`src/rtl/fp_subtractor_seq.sv`:
```
// rtl/fp_subtractor_seq.sv - multi-cycle IEEE-754 single-precision subtractor, Diff = A - B
// Optional ROUND_NEAREST_EN: round-to-nearest-even in one extra cycle; default rounds toward zero.
module fp_subtractor_seq #(
  parameter int ALIGN_STEP = 1,
  parameter int MAX_SHAMT  = 26
) (
  input  logic        clk,
  input  logic        rst_n,
  input  logic        in_valid,
  output logic        in_ready,
  input  logic [31:0] A,
  input  logic [31:0] B,
  output logic        out_valid,
  input  logic        out_ready,
  output logic [31:0] Diff,
  output logic        Borrow,
  output logic        Zero,
  output logic        Ovf
);

  // Significands carry guard/round/sticky below the 24-bit field so truncation is exact RTZ.
  localparam int         SW     = 27;
  localparam logic [7:0] MAX_SH = 8'(MAX_SHAMT);

  typedef enum logic [2:0] {
    IDLE, SWAP, ALIGN, ADDSUB, NORM, RND, PACK, DONE
  } state_t;

  state_t        state;
  logic [31:0]   a_q, b_q;
  logic          sign_l, sign_s;
  logic [9:0]    exp_r;
  logic [7:0]    shamt;
  logic [SW-1:0] sig_l, sig_s;
  logic [SW:0]   sum;

  function automatic logic [SW-1:0] sig_of(input logic [30:0] mag);
    return (mag[30:23] == 8'd0) ? '0 : {1'b1, mag[22:0], 3'b000};
  endfunction

  logic [30:0] mag_a, mag_b, mag_l, mag_s;
  logic        b_gt;
  logic [7:0]  exp_diff;

  always_comb begin
    mag_a    = (a_q[30:23] == 8'd0) ? 31'd0 : a_q[30:0];
    mag_b    = (b_q[30:23] == 8'd0) ? 31'd0 : b_q[30:0];
    b_gt     = mag_b > mag_a;
    mag_l    = b_gt ? mag_b : mag_a;
    mag_s    = b_gt ? mag_a : mag_b;
    exp_diff = mag_l[30:23] - mag_s[30:23];
  end

  logic [SW-1:0] align_sig;
  logic [7:0]    align_sh;

  // Right shift keeps the OR of everything shifted out in bit 0 (sticky).
  always_comb begin
    align_sig = sig_s;
    align_sh  = shamt;
    for (int i = 0; i < ALIGN_STEP; i++) begin
      if (align_sh != 8'd0) begin
        align_sig = {1'b0, align_sig[SW-1:2], align_sig[1] | align_sig[0]};
        align_sh  = align_sh - 8'd1;
      end
    end
  end

  logic [SW:0] sum_next;

  always_comb begin
    if (sign_l == sign_s) sum_next = {1'b0, sig_l} + {1'b0, sig_s};
    else                  sum_next = {1'b0, sig_l} - {1'b0, sig_s};
  end

  logic [SW:0] norm_sum;
  logic [9:0]  norm_exp;
  logic        norm_done;

  always_comb begin
    norm_sum = sum;
    norm_exp = exp_r;
    if (sum[SW]) begin
      norm_sum = {1'b0, sum[SW:2], sum[1] | sum[0]};
      norm_exp = exp_r + 10'd1;
    end else begin
      for (int i = 0; i < ALIGN_STEP; i++) begin
        if (!norm_sum[SW-1] && norm_exp > 10'd1) begin
          norm_sum = norm_sum << 1;
          norm_exp = norm_exp - 10'd1;
        end
      end
    end
    norm_done = norm_sum[SW-1] || (norm_exp <= 10'd1);
  end

`ifdef ROUND_NEAREST_EN
  logic [24:0] rnd_man;
  logic        rnd_up;

  always_comb begin
    rnd_up  = sum[2] & (sum[1] | sum[0] | sum[3]);
    rnd_man = {1'b0, sum[SW-1:3]} + {24'd0, rnd_up};
  end
`endif

  always_ff @(posedge clk or negedge rst_n) begin
    if (!rst_n) begin
      state     <= IDLE;
      in_ready  <= 1'b1;
      out_valid <= 1'b0;
      Diff      <= 32'd0;
      Borrow    <= 1'b0;
      Zero      <= 1'b0;
      Ovf       <= 1'b0;
      a_q       <= 32'd0;
      b_q       <= 32'd0;
      sign_l    <= 1'b0;
      sign_s    <= 1'b0;
      exp_r     <= 10'd0;
      shamt     <= 8'd0;
      sig_l     <= '0;
      sig_s     <= '0;
      sum       <= '0;
    end else begin
      case (state)
        IDLE: begin
          if (in_valid) begin
            a_q      <= A;
            b_q      <= {~B[31], B[30:0]};
            in_ready <= 1'b0;
            state    <= SWAP;
          end
        end
        SWAP: begin
          Borrow <= b_gt;
          sign_l <= b_gt ? b_q[31] : a_q[31];
          sign_s <= b_gt ? a_q[31] : b_q[31];
          exp_r  <= {2'b00, mag_l[30:23]};
          shamt  <= (exp_diff > MAX_SH) ? MAX_SH : exp_diff;
          sig_l  <= sig_of(mag_l);
          sig_s  <= sig_of(mag_s);
          state  <= ALIGN;
        end
        ALIGN: begin
          sig_s <= align_sig;
          shamt <= align_sh;
          if (align_sh == 8'd0) state <= ADDSUB;
        end
        ADDSUB: begin
          sum   <= sum_next;
          state <= (sum_next == '0) ? PACK : NORM;
        end
        NORM: begin
          sum   <= norm_sum;
          exp_r <= norm_exp;
          if (norm_done) begin
`ifdef ROUND_NEAREST_EN
            state <= RND;
`else
            state <= PACK;
`endif
          end
        end
`ifdef ROUND_NEAREST_EN
        RND: begin
          if (rnd_man[24]) begin
            sum   <= {1'b0, rnd_man[24:1], 3'b000};
            exp_r <= exp_r + 10'd1;
          end else begin
            sum   <= {1'b0, rnd_man[23:0], 3'b000};
          end
          state <= PACK;
        end
`endif
        PACK: begin
          out_valid <= 1'b1;
          Zero      <= 1'b0;
          Ovf       <= 1'b0;
          // An unnormalised significand here means the true exponent fell below 1.
          if (!sum[SW-1]) begin
            Diff <= 32'd0;
            Zero <= 1'b1;
          end else if (exp_r >= 10'd255) begin
            Diff <= {sign_l, 8'hFF, 23'd0};
            Ovf  <= 1'b1;
          end else begin
            Diff <= {sign_l, exp_r[7:0], sum[SW-2:3]};
          end
          state <= DONE;
        end
        DONE: begin
          if (out_ready) begin
            out_valid <= 1'b0;
            in_ready  <= 1'b1;
            state     <= IDLE;
          end
        end
        default: state <= IDLE;
      endcase
    end
  end

endmodule

```
`config.mk`:
```
export PLATFORM = sky130hd
export DESIGN_NAME = fp_subtractor_seq
export DESIGN_NICKNAME = d
export VERILOG_FILES = /design/src/rtl/fp_subtractor_seq.sv
export SDC_FILE = /design/constraint.sdc
export NUM_CORES = 1
export LEC_CHECK = 0
export CORE_MARGIN = 2
export CORE_UTILIZATION = 62
export DETAILED_ROUTE_END_ITERATION = 8
export MAX_ROUTING_LAYER = met4
export PLACE_DENSITY = 0.83
export SETUP_SLACK_MARGIN = 0.3
export SLEW_MARGIN = 20
export SYNTH_ARGS = -nofsm -noshare
export SYNTH_HDL_FRONTEND = slang
export SYNTH_SLANG_ARGS = --single-unit
```
`constraint.sdc`:
```
create_clock -name clk -period 10.15 [get_ports clk]
set_input_delay 1.5225 -clock clk [delete_from_list [all_inputs] [get_ports clk]]
set_output_delay 1.5225 -clock clk [all_outputs]
set_load 0.02 [all_outputs]
```
==> results.txt <==
Antenna Nets Post-Route -> 0
largest net degree at the start of global routing -> 130
HP Class -> flip-flop to flip-flop
hold path cells -> 2
reg2reg start -> b_q[28]
CP max FO -> 72
register-to-register path setup slack -> 4140 ps
xor/xnor share of the synthesized area -> 0.0410
sequential cell area -> 5080 um^2
status -> finished clean
DP Wirelength -> 22.1 mm
post-synthesis sequential element count -> 203
post-synthesis compound-gate area fraction -> 0.245
DRT Pass-1 Iters -> 6
skew final -> 9.71 ps
FILL cells -> 1566
commonest non-fill, non-tap cell in the layout -> dfrtp_1
Final Max Slew Viols -> 0
Syn Std Cell Area -> 12800 um^2
GRT Total Usage -> 0.297
CTS Buffer Depth -> 3
WL/cell -> 17.8 um
area of the multi-input gates -> 7240 um^2
fraction of layout cells with a size suffix above 1 -> 0.0919
actual slew at the worst max-slew pin -> 983 ps
Synth Instances -> 1439
Post-CTS Repair Setup Buffers -> 0
DRT iter0 DRCs -> 1092
clock latency on the worst-skew pair -> 510 ps
max_cap viols -> 0
worst r2r dst -> shamt[2]
met2 wire length -> 13.9 mm
Avg Cell Area, Syn -> 8.92 um^2
Hold Vio Cnt, Final -> 0
design area -> 14700 um^2
FFs w/ async S/R, synth -> 1.00
Max Freq -> 0.166 GHz
dominant synthesized flop cell -> dfrtp_1
post-synthesis mux area share -> 0.0632
DIE HEIGHT -> 148 um
max layer used -> met4
root buffer cell -> clkbuf_16
Max-Slew Margin vs Limit -> 0.342
fin crit period -> 6010 ps
final std cells w/o fill -> 1762
Die Wd -> 148 um
syn_nets -> 1570
H-tree lvl count -> 1
largest area contributor in the synthesized netlist -> dfrtp_1
Initial Util -> 0.632
CP required -> 10590 ps
Worst-path clk slew -> 60 ps
# IOs -> 105
Simple-Gate Fraction of Synth Area -> 0.150
final worst-path cycle share -> 0.592
GPL Wtd Cong -> 0.945
# setup viols final -> 0
crit start category -> flip-flop
CP endpoint kind -> flip-flop
top cells by area in the synthesized netlist -> dfrtp_1, o21ai_0, ha_1
clk sinks -> 203
vias in the first global route -> 10400
nets@finish -> 1606
Hold Startpoint -> Diff[23]
Core Area -> 20300 um^2
final wirelength -> 31.4 mm
first-pass GRT wire length -> 52.4 mm
commonest non-fill, non-tap cells in the layout -> dfrtp_1, nand2_1, o21ai_0
adder-cell share of the synthesized area -> 0.0620
CTS tree -> yes
M1 WL -> 14.7 mm
WS Path Type -> flip-flop to flip-flop
number of distinct library cells after synthesis -> 76
initial antenna violation count -> 1
Data arrival, critical path -> 6450 ps
std cell rows -> 52
worst r2r path cells -> 19
YS warnings -> 0
Setup TNS -> 0 ps
largest family of logic cells by synthesized area -> compound AO/OA/AOI/OAI gates
post-synth top area share -> 0.394
die area -> 21900 um^2
Area growth, synth to finish -> 14.2%
RSZ-0062 raised after global routing -> false
Post-synth EDFFs -> 0
met3 wire len -> 2.00 mm
sequential-to-total area share from yosys stat -> 0.396
Placed Area -> 13900 um^2
Hold-fix buffers, CTS -> 0
Residual DRC -> 0
WHS Endpoint -> Diff[23]
vias per cell -> 6.34
Post-CTS Resized -> 0
gr ovfl total -> 0
cell total after placement -> 1720
I/O Buffers -> 104
via count -> 11200
CTS buffer count -> 22
layer usage:
metal,GRT usage,up-vias
li1,-,5350
met3,0.0410,61
met1,0.434,5318
met2,0.436,447
met5,-,-
met4,0.0852,0
logic make-up after synthesis:
| kind of cell | count (synthesis) |
|---|---|
| AOI/OAI and AO/OA | 489 |
| xor gates and xnor gates | 60 |
| adders and majority gates | 63 |
| buffers and inverters | 138 |
| DFF | 203 |
| muxes | 74 |
| and+or+nand+nor | 412 |
stage by stage:
stage               hold WS (ps)  utilization  worst slack, ps
floorplan                    456            -             4850
global placement             460        0.685             4290
detailed placement           471        0.685             4220
CTS                          485        0.720             4210
global route                 496        0.722             3600
finish                       481        0.722             4140
critical path, stage by stage (launching register included):
cell	delay [ps]
dfrtp_1	450
nor4_1	350
nand2_1	520
and2_1	400
ha_1	330
a211oi_2	190
o21bai_1	130
a221oi_1	300
nand4_1	200
nand2_4	680
a21oi_1	160
ha_1	290
nand3_1	140
o211ai_1	110
a21oi_2	120
a41oi_1	70
or4_1	500
a221o_1	390
or4_1	510
o21ai_1	80
Yosys cell counts (3+ instances only):
library cell and instances:
a211oi_1 14, nand3_1 30, nand4_1 11, and2_1 26
o21a_1 4, a21oi_1 93, o21bai_1 7, a22o_1 25
nor2b_1 10, clkbuf_1 97, a31oi_1 29, nor3_1 27
xnor2_1 32, o22ai_1 4, or4_1 6, inv_1 31
nand2_1 181, a31o_2 5, o31ai_1 8, nor4_1 13
o211ai_1 18, buf_6 3, mux2i_1 18, o21ai_0 172
nand2b_1 6, a22oi_1 16, a221o_1 17, a21o_1 22
mux2_2 56, or3_1 5, nor2_1 74, and3_1 8
ha_1 62, a221oi_1 8, or2_2 3, dfrtp_1 202
o41ai_1 9, a41oi_1 5, o221ai_1 7, xor2_1 28
buf_1 5
how the worst max path moves through the flow:
stage | to | from | cells past startpoint | slack (ps)
floorplan | shamt[2] | b_q[24] | 23 | 4850
global placement | shamt[2] | b_q[28] | 19 | 4290
detailed placement | shamt[2] | a_q[27] | 19 | 4220
CTS | shamt[2] | b_q[28] | 19 | 4210
global route | shamt[2] | a_q[27] | 19 | 3600
finish | shamt[2] | b_q[28] | 19 | 4140
registers in the layout, summed over array words and instances (netlist names):
name	flops
out_valid	1
sign_l	1
sig_s	27
b_q	32
a_q	32
Diff	32
sum	28
Borrow	1
sig_l	24
state	3
sign_s	1
Zero	1
exp_r	10
Ovf	1
shamt	8
in_ready	1
layout make-up:
| cell class | count | share of cell area |
|---|---|---|
| antenna | 1 | 0.000171 |
| inverter | 31 | 0.00794 |
| multi-input combinational | 1098 | 0.494 |
| sequential | 203 | 0.347 |
| tap | 270 | 0.0231 |
| timing repair buffer | 119 | 0.0804 |
| clock inverter | 14 | 0.00700 |
| clock buffer | 26 | 0.0407 |
Power is not shown: default switching activity piles up to over one toggle a cycle in this logic, so the estimate is an artifact.
